===== config.mk =====
export PLATFORM = sky130hd
export DESIGN_NAME = pipe_ctrl
export DESIGN_NICKNAME = d
export VERILOG_FILES = /design/src/rtl/pipe_ctrl.sv
export SDC_FILE = /design/constraint.sdc
export NUM_CORES = 1
export LEC_CHECK = 0
export BUFFER_PORTS_ARGS = -buffer_cell sky130_fd_sc_hd__clkbuf_2
export CORE_UTILIZATION = 25
export CTS_BUF_LIST = sky130_fd_sc_hd__clkbuf_16
export CTS_CLUSTER_DIAMETER = 80
export DETAILED_ROUTE_END_ITERATION = 10
export SLEW_MARGIN = 20
export SYNTH_ARGS = -nofsm -noshare
export SYNTH_HDL_FRONTEND = slang
export SYNTH_SLANG_ARGS = --single-unit
export TNS_END_PERCENT = 10

===== constraint.sdc =====
create_clock -name i_clock -period 4 [get_ports i_clock]
set_clock_uncertainty 0.05 [all_clocks]
set_input_delay 0.8 -clock i_clock [delete_from_list [all_inputs] [get_ports i_clock]]
set_output_delay 0.8 -clock i_clock [all_outputs]
set_load 0.05 [all_outputs]

===== src/rtl/pipe_ctrl.sv =====
// Pipeline control: redirect/stall arbitration
// and external-interrupt entry sequencing.
module pipe_ctrl #(
  parameter logic [31:0] IRQ_CAUSE   = 32'h8000000B,
  parameter logic [11:0] MEPC_ADDR   = 12'h341,
  parameter logic [11:0] MCAUSE_ADDR = 12'h342
) (
  input  logic        i_clock,
  input  logic        i_reset_n,
  input  logic        i_ex_jump_flag,
  input  logic [31:0] i_ex_jump_addr,
  input  logic        i_ex_hold_req,
  input  logic        i_bus_hold_req,
  input  logic        i_mret,
  input  logic [31:0] i_mepc,
  input  logic [31:0] i_mtvec,
  input  logic        i_irq,
  input  logic        i_irq_enable,
  input  logic [31:0] i_id_pc,
  output logic        o_jump_flag,
  output logic [31:0] o_jump_addr,
  output logic [2:0]  o_hold_flag,
  output logic        o_csr_we,
  output logic [11:0] o_csr_waddr,
  output logic [31:0] o_csr_wdata,
  output logic        o_irq_ack
);

  localparam logic [2:0] HOLD_NONE = 3'd0;
  localparam logic [2:0] HOLD_PC   = 3'd1;
  localparam logic [2:0] HOLD_ID   = 3'd3;

  typedef enum logic [1:0] {
    IDLE,
    SAVE_EPC,
    SAVE_CAUSE,
    TRAP_JUMP
  } state_t;

  state_t      state_q;
  state_t      state_d;
  logic [31:0] epc_q;
  logic [31:0] epc_d;

  logic        jump_c;
  logic [31:0] addr_c;
  logic [2:0]  hold_c;
  logic        we_c;
  logic [11:0] waddr_c;
  logic [31:0] wdata_c;
  logic        ack_c;
  logic        irq_entry;

  assign irq_entry = i_irq & i_irq_enable
                   & ~i_ex_hold_req
                   & ~i_bus_hold_req
                   & ~i_mret;

  // State and captured return PC.
  always_ff @(posedge i_clock or negedge i_reset_n) begin
    if (!i_reset_n) begin
      state_q <= IDLE;
      epc_q   <= 32'd0;
    end else begin
      state_q <= state_d;
      epc_q   <= epc_d;
    end
  end

  // Next state and unmasked control outputs.
  always_comb begin
    state_d = state_q;
    epc_d   = epc_q;
    jump_c  = 1'b0;
    addr_c  = 32'd0;
    hold_c  = HOLD_NONE;
    we_c    = 1'b0;
    waddr_c = 12'd0;
    wdata_c = 32'd0;
    ack_c   = 1'b0;
    unique case (state_q)
      IDLE: begin
        if (i_mret) begin
          jump_c = 1'b1;
          addr_c = i_mepc;
          hold_c = HOLD_ID;
        end else if (irq_entry) begin
          hold_c  = HOLD_ID;
          epc_d   = i_ex_jump_flag ? i_ex_jump_addr
                                   : i_id_pc;
          state_d = SAVE_EPC;
        end else if (i_ex_jump_flag) begin
          jump_c = 1'b1;
          addr_c = i_ex_jump_addr;
          hold_c = HOLD_ID;
        end else if (i_ex_hold_req) begin
          hold_c = HOLD_ID;
        end else if (i_bus_hold_req) begin
          hold_c = HOLD_PC;
        end
      end
      SAVE_EPC: begin
        hold_c = HOLD_ID;
        if (!i_bus_hold_req) begin
          we_c    = 1'b1;
          waddr_c = MEPC_ADDR;
          wdata_c = epc_q;
          state_d = SAVE_CAUSE;
        end
      end
      SAVE_CAUSE: begin
        hold_c = HOLD_ID;
        if (!i_bus_hold_req) begin
          we_c    = 1'b1;
          waddr_c = MCAUSE_ADDR;
          wdata_c = IRQ_CAUSE;
          state_d = TRAP_JUMP;
        end
      end
      TRAP_JUMP: begin
        hold_c = HOLD_ID;
        if (!i_bus_hold_req) begin
          jump_c  = 1'b1;
          addr_c  = {i_mtvec[31:2], 2'b00};
          ack_c   = 1'b1;
          state_d = IDLE;
        end
      end
      default: state_d = IDLE;
    endcase
  end

  // Outputs are silenced while reset is asserted.
  always_comb begin
    o_jump_flag = 1'b0;
    o_jump_addr = 32'd0;
    o_hold_flag = HOLD_NONE;
    o_csr_we    = 1'b0;
    o_csr_waddr = 12'd0;
    o_csr_wdata = 32'd0;
    o_irq_ack   = 1'b0;
    if (i_reset_n) begin
      o_jump_flag = jump_c;
      o_jump_addr = addr_c;
      o_hold_flag = hold_c;
      o_csr_we    = we_c;
      o_csr_waddr = waddr_c;
      o_csr_wdata = wdata_c;
      o_irq_ack   = ack_c;
    end
  end

endmodule


==> impl_metrics.csv, run 1 <==
group,metric,value,unit
logic_synthesis,syn_area,3000,sq um
logic_synthesis,synth_area_leader_cell,"dfrtp_1",
logic_synthesis,synth_mux_area_share,27.02,%
sta,rsz0062_at_grt,"false",
worst_setup_path,slowest_delay,0.50,ns
finish,fill_cells,1176,
floorplan,die_w,111.6,microns
power,leakagePower,2.288,nW
logic_synthesis,syn_avg_cell_area,9.525,sq um
global_routing,grt_pass1_vias,3319,
clock_tree,cts-resized-gates,0,
clock_tree,cts_setup_buffers,0,
drt,drtAntennaViolNets,0,
worst_setup_path,cp_top_family,"buffers and inverters",
clock_tree,clk_latency,0.27,ns
min_path,worstHoldPathType,"reg -> reg",
global_routing,grt.overflow.total,0,
run_status,violations,"DRC",
logic_synthesis,synthAdderAreaFrac,1.668,%
global_routing,grt_max_degree,33,
placement,pre_cts_ws,0.8095,ns
drt,drc,17,
logic_synthesis,synth_top_family_by_area,"multiplexers",
power,p_switching,0.001046,W
sta,relSlewSlack,52.14,%
placement,routabilityCongestion,0.7931,
power,intPower,0.001284,W
worst_setup_path,start_kind,"flop",
global_routing,grt_usage,16.61,%
sta,min_period,3.356,ns
clock_tree,clock_path_buffers,2,
run,timing.max_cap.violations,0,
worst_setup_path,cp_data_arrival_time,2.51,ns
sta,slew_violations,0,
drt,dr.pass1.iters,7,
power,seqPwrFrac,25.8,%
worst_setup_path,crit_type,"reg -> out",
worst_setup_path,slowest_stage,"nand2b_1",
logic_synthesis,synthDominantCellAreaShare,28.36,%
logic_synthesis,synth_xor_area_share,0,%
floorplan,start_util,25.94,%
drt,via_count,3245,
logic_synthesis,synth_compound_gate_area_share,16.31,%
floorplan,die_h,111.6,microns
clock_tree,path_clk_slew,0.05,ns
placement,dp.cells,648,
floorplan,io_pins,218,
sta,hold_viol_final,0,
clock_tree,htreeDepth,2,
floorplan,core-area,11560,sq um
logic_synthesis,synth_cell_types,38,
power,power.density,522.5,nW/um^2
logic_synthesis,ys_ff_latch,34,
finish,diodes,0,
worst_setup_path,cp.buffers_inverters,3,
finish,synthToLayoutAreaGrowth,48.62,%
floorplan,dieArea,12440,sq um
global_routing,grt_pass1_wl,16440,microns
worst_setup_path,cp.required,3.15,ns
logic_synthesis,synth_area_leaders,"dfrtp_1 (28%), mux2_4 (15%), mux2_2 (12%)",
clock_tree,cts_made_buffers,5,
logic_synthesis,synth-simple-area-share,18.35,%
finish,fin_nets,652,
global_routing,antenna_found_initial,0,
power,ir_worst_vdd,0.1717,mV
finish,drive_gt1_share,57.89,%
sta,fin_crit_sh,83.89,%
logic_synthesis,synthCells,315,
placement,port_buffers,207,
worst_setup_path,endpoint_kind,"output pin",
sta,fmax,298.0,MHz
power,clkPwrFrac,15.6,%
drt,vias_per_cell,4.947,
sta,setup_viol,0,
clock_tree,cts_tree,"done",
drt,wl_per_cell,15.80,microns
clock_tree,cts_sinks,34,
worst_setup_path,path_cells,"inv_1 > ha_1 > nand2b_1 > buf_4 > a21oi_1 > buf_12",
floorplan,num_rows,39,
finish,final_cell_mix,"clkbuf_2 (196), dfrtp_1 (34), a21oi_1 (33), mux2_2 (32), and2_1 (31)",
logic_synthesis,yosysWarnings,0,
logic_synthesis,ys.flop_type,"dfrtp_1",
logic_synthesis,synth_edf_count,0,
finish,fin_cells,656,
logic_synthesis,postSynth.asyncResetShare,100.0,%
worst_setup_path,crit_fanout,16,
power,switching_share,44.89,%
finish,layout_commonest_cell,"clkbuf_2",
drt,finalWirelength,10360,microns
placement,dp.final_hpwl,8097,microns
sta,worst_pin_slew,0.7180,ns
sta,tns,0,ns
drt,first_iter_violations,139,
logic_synthesis,ys_seq_area_share,28.36,%
power,comb_power_share,58.6,%
run_status,status,"finished with violations",
sta,layout_setup_ws,0.6444,ns
clock_tree,ctsHoldBuffers,0,
clock_tree,cts-root-buf,"clkbuf_16",
final timing paths:
check	to	startpoint	slack, ns	depth (start not counted)
setup / recovery	o_jump_addr[24]	state_q[0]	0.64	6
hold / removal	epc_q[28]	epc_q[28]	0.45	1
setup reg to reg	epc_q[30]	state_q[0]	1.72	5
hold reg to reg	epc_q[28]	epc_q[28]	0.45	1
max in group asynchronous	epc_q[17]	i_reset_n	3.21	2
min in group asynchronous	epc_q[31]	i_reset_n	0.46	2
layout make-up:
type	instances	area [sq um]	share of cell area (%)
multi-input cells	243	1941	43.52
flip-flops and latches	34	850.8	19.08
clock buffers	5	125.1	2.806
well taps	143	178.9	4.012
repair buffers	223	1334	29.91
clock inverters	3	11.26	0.2525
inverters	5	18.77	0.4209
layer usage:
layer | part of all wire [%] | track usage, %
met1 | 40 | 18.85
met5 | 0 | 0
met4 | 1.0 | 4.234
met3 | 6.2 | 3.212
met2 | 52 | 31.58
power groups by stage:
stage	clock network, W	logic (W)	registers, W
2_1_floorplan	0	0.000993	0.000572
3_3_place_gp	0	0.00135	0.000596
3_5_place_dp	0	0.00137	0.000600
4_1_cts	0.000382	0.00138	0.000602
5_1_grt	0.000395	0.00147	0.000624
6_report	0.000363	0.00137	0.000602
state kept, by name (all words and copies together) (netlist names):
signal,cells
epc_q,32
state_q,2
kinds of logic after synthesis:
logic type | Yosys count
compound gates | 78
simple gates | 91
mux | 62
other cells | 1
buf+inv | 45
fa+ha+maj | 4
flops | 34
stage by stage:
stage          hold slack [ns]  power [W]  cell area, sq um  utilization [%]
2_1_floorplan           0.4204   0.001566              3027                -
3_3_place_gp            0.4331   0.001945              4323            37.38
3_5_place_dp            0.4337   0.001973              4323            37.38
4_1_cts                 0.4501   0.002362              4459            38.56
5_1_grt                 0.4645   0.002486              4459            38.56
6_report                0.4495   0.002330              4459            38.56
worst register-to-register path: cells and delay by family (launching register included):
family | cells | cell delay, ns
buffers and inverters | 2 | 0.56
adders and majority gates | 1 | 0.28
DFF | 1 | 0.42
and+or+nand+nor | 1 | 0.50
muxes | 1 | 0.34
Yosys cell counts (4+ instances only):
master	count
a21oi_1	33
a22oi_1	30
and2_1	30
buf_2	9
buf_4	11
clkbuf_1	14
dfrtp_1	34
ha_1	4
inv_1	5
mux2_2	32
mux2_4	30
nand2_1	7
nand4_1	29
nor2_1	8
o21ai_0	7
Power figures use the tool's default switching activity.
==> run 2: changes to the inputs <==
==> constraint.sdc (replaced) <==
create_clock -name i_clock -period 3.23 [get_ports i_clock]
set_clock_uncertainty 0.05 [all_clocks]
set_input_delay 0.646 -clock i_clock [delete_from_list [all_inputs] [get_ports i_clock]]
set_output_delay 0.646 -clock i_clock [all_outputs]
set_load 0.05 [all_outputs]
==> run 2 against run 1 <==
- the run still ends with DRC left
- combinational power up 24%
- global-route usage down 0.35 points
- die area unchanged
- worst hold slack worse by 0.31 ns
- sequential power up 24%
- critical path type unchanged
- non-clock buffer count down 1
==> impl_metrics.csv, run 2 (same netlist as run 1, synthesis figures left out) <==
group,metric,value,unit
placement,port_buffers,207,
power,power.density,646.7,nW/um^2
power,ir_worst_vdd,0.2188,mV
clock_tree,cts-root-buf,"clkbuf_16",
clock_tree,cts_sinks,34,
sta,setup_viol,0,
worst_setup_path,slowest_stage,"dfrtp_1",
floorplan,core-area,11560,sq um
placement,dp.final_hpwl,7963,microns
clock_tree,clk_latency,0.27,ns
clock_tree,path_clk_slew,0.05,ns
finish,final_cell_mix,"clkbuf_2 (196), dfrtp_1 (34), a21oi_1 (33), mux2_2 (32), and2_1 (31)",
worst_setup_path,cp.buffers_inverters,3,
sta,hold_viol_final,0,
power,leakagePower,2.302,nW
floorplan,io_pins,218,
drt,finalWirelength,10140,microns
clock_tree,cts_tree,"done",
placement,placed_area,4340,sq um
sta,slew_violations,0,
global_routing,grt_pass1_vias,3242,
drt,vias_per_cell,4.876,
clock_tree,ctsHoldBuffers,0,
finish,layout_commonest_cell,"clkbuf_2",
floorplan,start_util,25.94,%
global_routing,use_met1,19.57,%
global_routing,grt.overflow.total,0,
sta,relSlewSlack,60.06,%
worst_setup_path,cp_top_family,"buffers and inverters",
drt,wl_per_cell,15.51,microns
finish,diodes,0,
clock_tree,clock_path_buffers,2,
finish,drive_gt1_share,57.93,%
clock_tree,cts_made_buffers,5,
global_routing,grt.busiest_layer,"met2",
finish,regMostFlops,"epc_q",
sta,fin_crit_sh,91.17,%
placement,pre_cts_ws,0.4120,ns
clock_tree,cts-resized-gates,0,
clock_tree,cts_setup_buffers,0,
global_routing,met3_usage,3.048,%
power,total_power,0.002893,W
placement,routabilityCongestion,0.7991,
sta,worst_pin_slew,0.5983,ns
finish,largest_reg_flops,32,
floorplan,num_rows,39,
worst_setup_path,crit_fanout,17,
run,timing.max_cap.violations,0,
finish,reg_top3,"epc_q (32), state_q (2)",
global_routing,antenna_found_initial,0,
sta,fmax,339.6,MHz
run_status,violations,"DRC",
worst_setup_path,cp_data_arrival_time,2.25,ns
floorplan,dieArea,12440,sq um
worst_setup_path,endpoint_kind,"output pin",
global_routing,grt_pass1_wl,16140,microns
global_routing,grt_usage,16.27,%
finish,fill_cells,1170,
drt,drtAntennaViolNets,0,
finish,fin_nets,651,
worst_setup_path,crit_type,"reg -> out",
finish,final_area,4473,sq um
finish,synthToLayoutAreaGrowth,49.08,%
global_routing,grtUsageMet2,30.00,%
sta,min_period,2.945,ns
worst_setup_path,start_kind,"flop",
clock_tree,htreeDepth,2,
worst_setup_path,slowest_delay,0.41,ns
finish,fin_util,38.68,%
floorplan,die_h,111.6,microns
drt,via_count,3189,
worst_setup_path,path_cells,"inv_1 > ha_1 > and2_1 > buf_4 > a22oi_1 > a21oi_1 > buf_12",
sta,layout_setup_ws,0.2851,ns
drt,first_iter_violations,193,
min_path,worstHoldPathType,"in -> async",
sta,rsz0062_at_grt,"false",
floorplan,die_w,111.6,microns
global_routing,grt_max_degree,68,
sta,tns,0,ns
drt,drc,17,
run_status,status,"finished with violations",
drt,dr.pass1.iters,9,
worst_setup_path,cp.required,2.53,ns
==> run 2: cell types whose count changed in the layout (fill, tap and decap cells not counted) <==
cell	before	now
buf_12	12	14
buf_4	15	12
clkinv_1	3	0
inv_1	5	7
==> run 2: routing by layer <==
metal  part of all wire (%)  wire length, microns
met1                     43                  4326
met2                     50                  5107
met3                    6.3                   635
met4                   0.71                    72
met5                      0                     0
==> run 2: area by class of cell <==
type,count,area (sq um),area share [%]
repair buffers,222,1351,30.21
well taps,143,178.9,4.000
inverters,5,18.77,0.4196
clock buffers,5,125.1,2.797
multi-input cells,243,1941,43.38
clock inverters,2,7.507,0.1678
flip-flops and latches,34,850.8,19.02
==> run 2: per-stage QoR <==
step | cells | hold WS [ns]
3_3_place_gp | 647 | 0.4197
2_1_floorplan | 322 | 0.3004
5_1_grt | 654 | 0.1330
6_report | 654 | 0.1346
4_1_cts | 654 | 0.1263
3_5_place_dp | 647 | 0.4189
==> run 2: final timing paths <==
kind / from / end / slack [ns] / cells past startpoint
max: state_q[0] / o_jump_addr[24] / 0.29 / 7
min: i_reset_n / state_q[0] / 0.13 / 1
max reg2reg: state_q[0] / epc_q[29] / 0.97 / 5
min reg2reg: epc_q[22] / epc_q[22] / 0.45 / 1
max in group asynchronous: i_reset_n / epc_q[13] / 2.55 / 2
min in group i_clock: epc_q[22] / epc_q[22] / 0.45 / 1
==> run 2: where the power goes <==
group          switching, W  internal, W  total (W)  leakage [nW]
Sequential         0.000114     0.000632   0.000746         0.439
Combinational       0.00102     0.000689    0.00170          1.79
Clock              0.000167     0.000275   0.000442        0.0723
==> run 3: changes to the inputs <==
--- a/config.mk
+++ b/config.mk
@@ -6,10 +6,11 @@
 export NUM_CORES = 1
 export LEC_CHECK = 0
 export BUFFER_PORTS_ARGS = -buffer_cell sky130_fd_sc_hd__clkbuf_2
-export CORE_UTILIZATION = 25
+export CORE_UTILIZATION = 42
 export CTS_BUF_LIST = sky130_fd_sc_hd__clkbuf_16
 export CTS_CLUSTER_DIAMETER = 80
 export DETAILED_ROUTE_END_ITERATION = 10
+export PLACE_DENSITY = 0.83
 export SLEW_MARGIN = 20
 export SYNTH_ARGS = -nofsm -noshare
 export SYNTH_HDL_FRONTEND = slang
==> run 3 against run 2 <==
- highest routed layer unchanged
- global-route usage is 8.7 points higher
- the flow now finishes without violations
- register-to-register slack better by 0.07 ns
- utilization is 25 points higher
- via count is 2.9% higher
==> impl_metrics.csv, run 3 (same netlist as run 1, synthesis figures left out) <==
group,metric,value,unit
sta,min_period,2.968,ns
floorplan,die_h,86.52,microns
placement,port_buffers,207,
finish,largest_reg_flops,32,
finish,reg_top3,"epc_q (32), state_q (2)",
global_routing,grt_pass1_wl,14580,microns
clock_tree,cts-root-buf,"clkbuf_16",
sta,fmax,337.0,MHz
run_status,status,"finished, final reports clean",
placement,routabilityCongestion,0.8760,
finish,final_area,4317,sq um
global_routing,grt.overflow.total,0,
drt,vias_per_cell,5.416,
min_path,worstHoldPathType,"in -> async",
clock_tree,ctsHoldBuffers,0,
worst_setup_path,cp_data_arrival_time,2.27,ns
drt,drtAntennaViolNets,0,
worst_setup_path,cp.required,2.53,ns
finish,fin_nets,650,
drt,first_iter_violations,71,
placement,placed_area,4182,sq um
power,power.density,660.7,nW/um^2
sta,setup_viol,0,
floorplan,core-area,6832,sq um
sta,rsz0062_at_grt,"false",
floorplan,start_util,43.92,%
run,timing.max_cap.violations,0,
drt,dr.pass1.iters,4,
drt,via_count,3282,
global_routing,grt_max_degree,68,
clock_tree,cts_tree,"done",
finish,diodes,0,
sta,slew_violations,0,
clock_tree,htreeDepth,2,
finish,synthToLayoutAreaGrowth,43.87,%
drt,wl_per_cell,15.65,microns
worst_setup_path,slowest_delay,0.42,ns
clock_tree,clock_path_buffers,2,
worst_setup_path,slowest_stage,"dfrtp_1",
sta,layout_setup_ws,0.2622,ns
global_routing,grt_usage,24.97,%
placement,dp.final_hpwl,7209,microns
power,ir_worst_vdd,0.2832,mV
sta,hold_viol_final,0,
worst_setup_path,endpoint_kind,"output pin",
sta,fin_crit_sh,91.88,%
finish,drive_gt1_share,58.04,%
worst_setup_path,path_cells,"inv_1 > ha_1 > and2_1 > buf_4 > a22oi_1 > a21oi_1 > clkbuf_2",
worst_setup_path,crit_type,"reg -> out",
drt,finalWirelength,9482,microns
clock_tree,cts_sinks,34,
drt,drc,0,
placement,pre_cts_ws,0.5439,ns
power,leakagePower,2.268,nW
worst_setup_path,crit_fanout,31,
sta,relSlewSlack,62.42,%
sta,worst_pin_slew,0.5630,ns
finish,regMostFlops,"epc_q",
global_routing,grt_pass1_vias,3080,
clock_tree,path_clk_slew,0.06,ns
worst_setup_path,start_kind,"flop",
power,total_power,0.002852,W
global_routing,antenna_found_initial,0,
finish,final_cell_mix,"clkbuf_2 (201), dfrtp_1 (34), a21oi_1 (33), mux2_2 (32), and2_1 (31)",
sta,tns,0,ns
finish,layout_commonest_cell,"clkbuf_2",
clock_tree,cts-resized-gates,0,
floorplan,die_w,86.52,microns
sta,fin_hold_ws,0.1390,ns
clock_tree,clk_latency,0.28,ns
floorplan,io_pins,218,
floorplan,num_rows,30,
clock_tree,cts_made_buffers,5,
clock_tree,cts_setup_buffers,0,
floorplan,dieArea,7486,sq um
==> run 3: critical path, delay by kind of cell, from the launching register on <==
family | cells | cell delay (ns)
AND/OR/NAND/NOR | 1 | 0.16
flip-flops | 1 | 0.42
AO/OA/AOI/OAI | 2 | 0.34
buffers and inverters | 3 | 0.77
adder cells (fa/ha/maj) | 1 | 0.29
==> run 3: final timing paths <==
path,slack [ns],startpoint,endpoint,cells past startpoint
setup / recovery,0.26,state_q[0],o_jump_addr[9],7
max in group asynchronous,2.52,i_reset_n,epc_q[20],2
hold / removal,0.14,i_reset_n,state_q[1],1
setup reg to reg,1.04,state_q[0],epc_q[24],5
hold reg to reg,0.45,epc_q[18],epc_q[18],1
min in group i_clock,0.45,epc_q[18],epc_q[18],1
==> run 3: per-layer routing <==
| layer | wire [microns] | GRT usage (%) | part of all wire (%) | vias up |
|---|---|---|---|---|
| met2 | 5018 | 46.25 | 53 | 163 |
| met3 | 581 | 4.476 | 6.1 | 15 |
| met4 | 119 | 6.970 | 1.3 | 0 |
| met1 | 3762 | 29.47 | 40 | 1570 |
| met5 | 0 | 0 | 0 | - |
| li1 | - | - | - | 1534 |
==> run 3: per-stage QoR <==
step                      cells  util, %
final                       606    63.19
after global routing        606    63.19
after CTS                   606    63.19
after detailed placement    599    61.21
after global placement      599    61.21
after floorplan             322        -
==> run 3: power by group <==
part	internal, W	leakage [nW]	total (W)	switching (W)
Combinational	0.000657	1.76	0.00165	0.000998
Clock	0.000278	0.0694	0.000445	0.000168
Sequential	0.000633	0.439	0.000752	0.000119
==> run 3: final cells by class <==
cell class / count / area (sq um)
multi-input combinational: 243 / 1936
inverter: 5 / 18.77
clock inverter: 2 / 10.01
sequential: 34 / 850.8
fill: 600 / 2515
timing repair buffer: 221 / 1256
tap: 96 / 120.1
clock buffer: 5 / 125.1
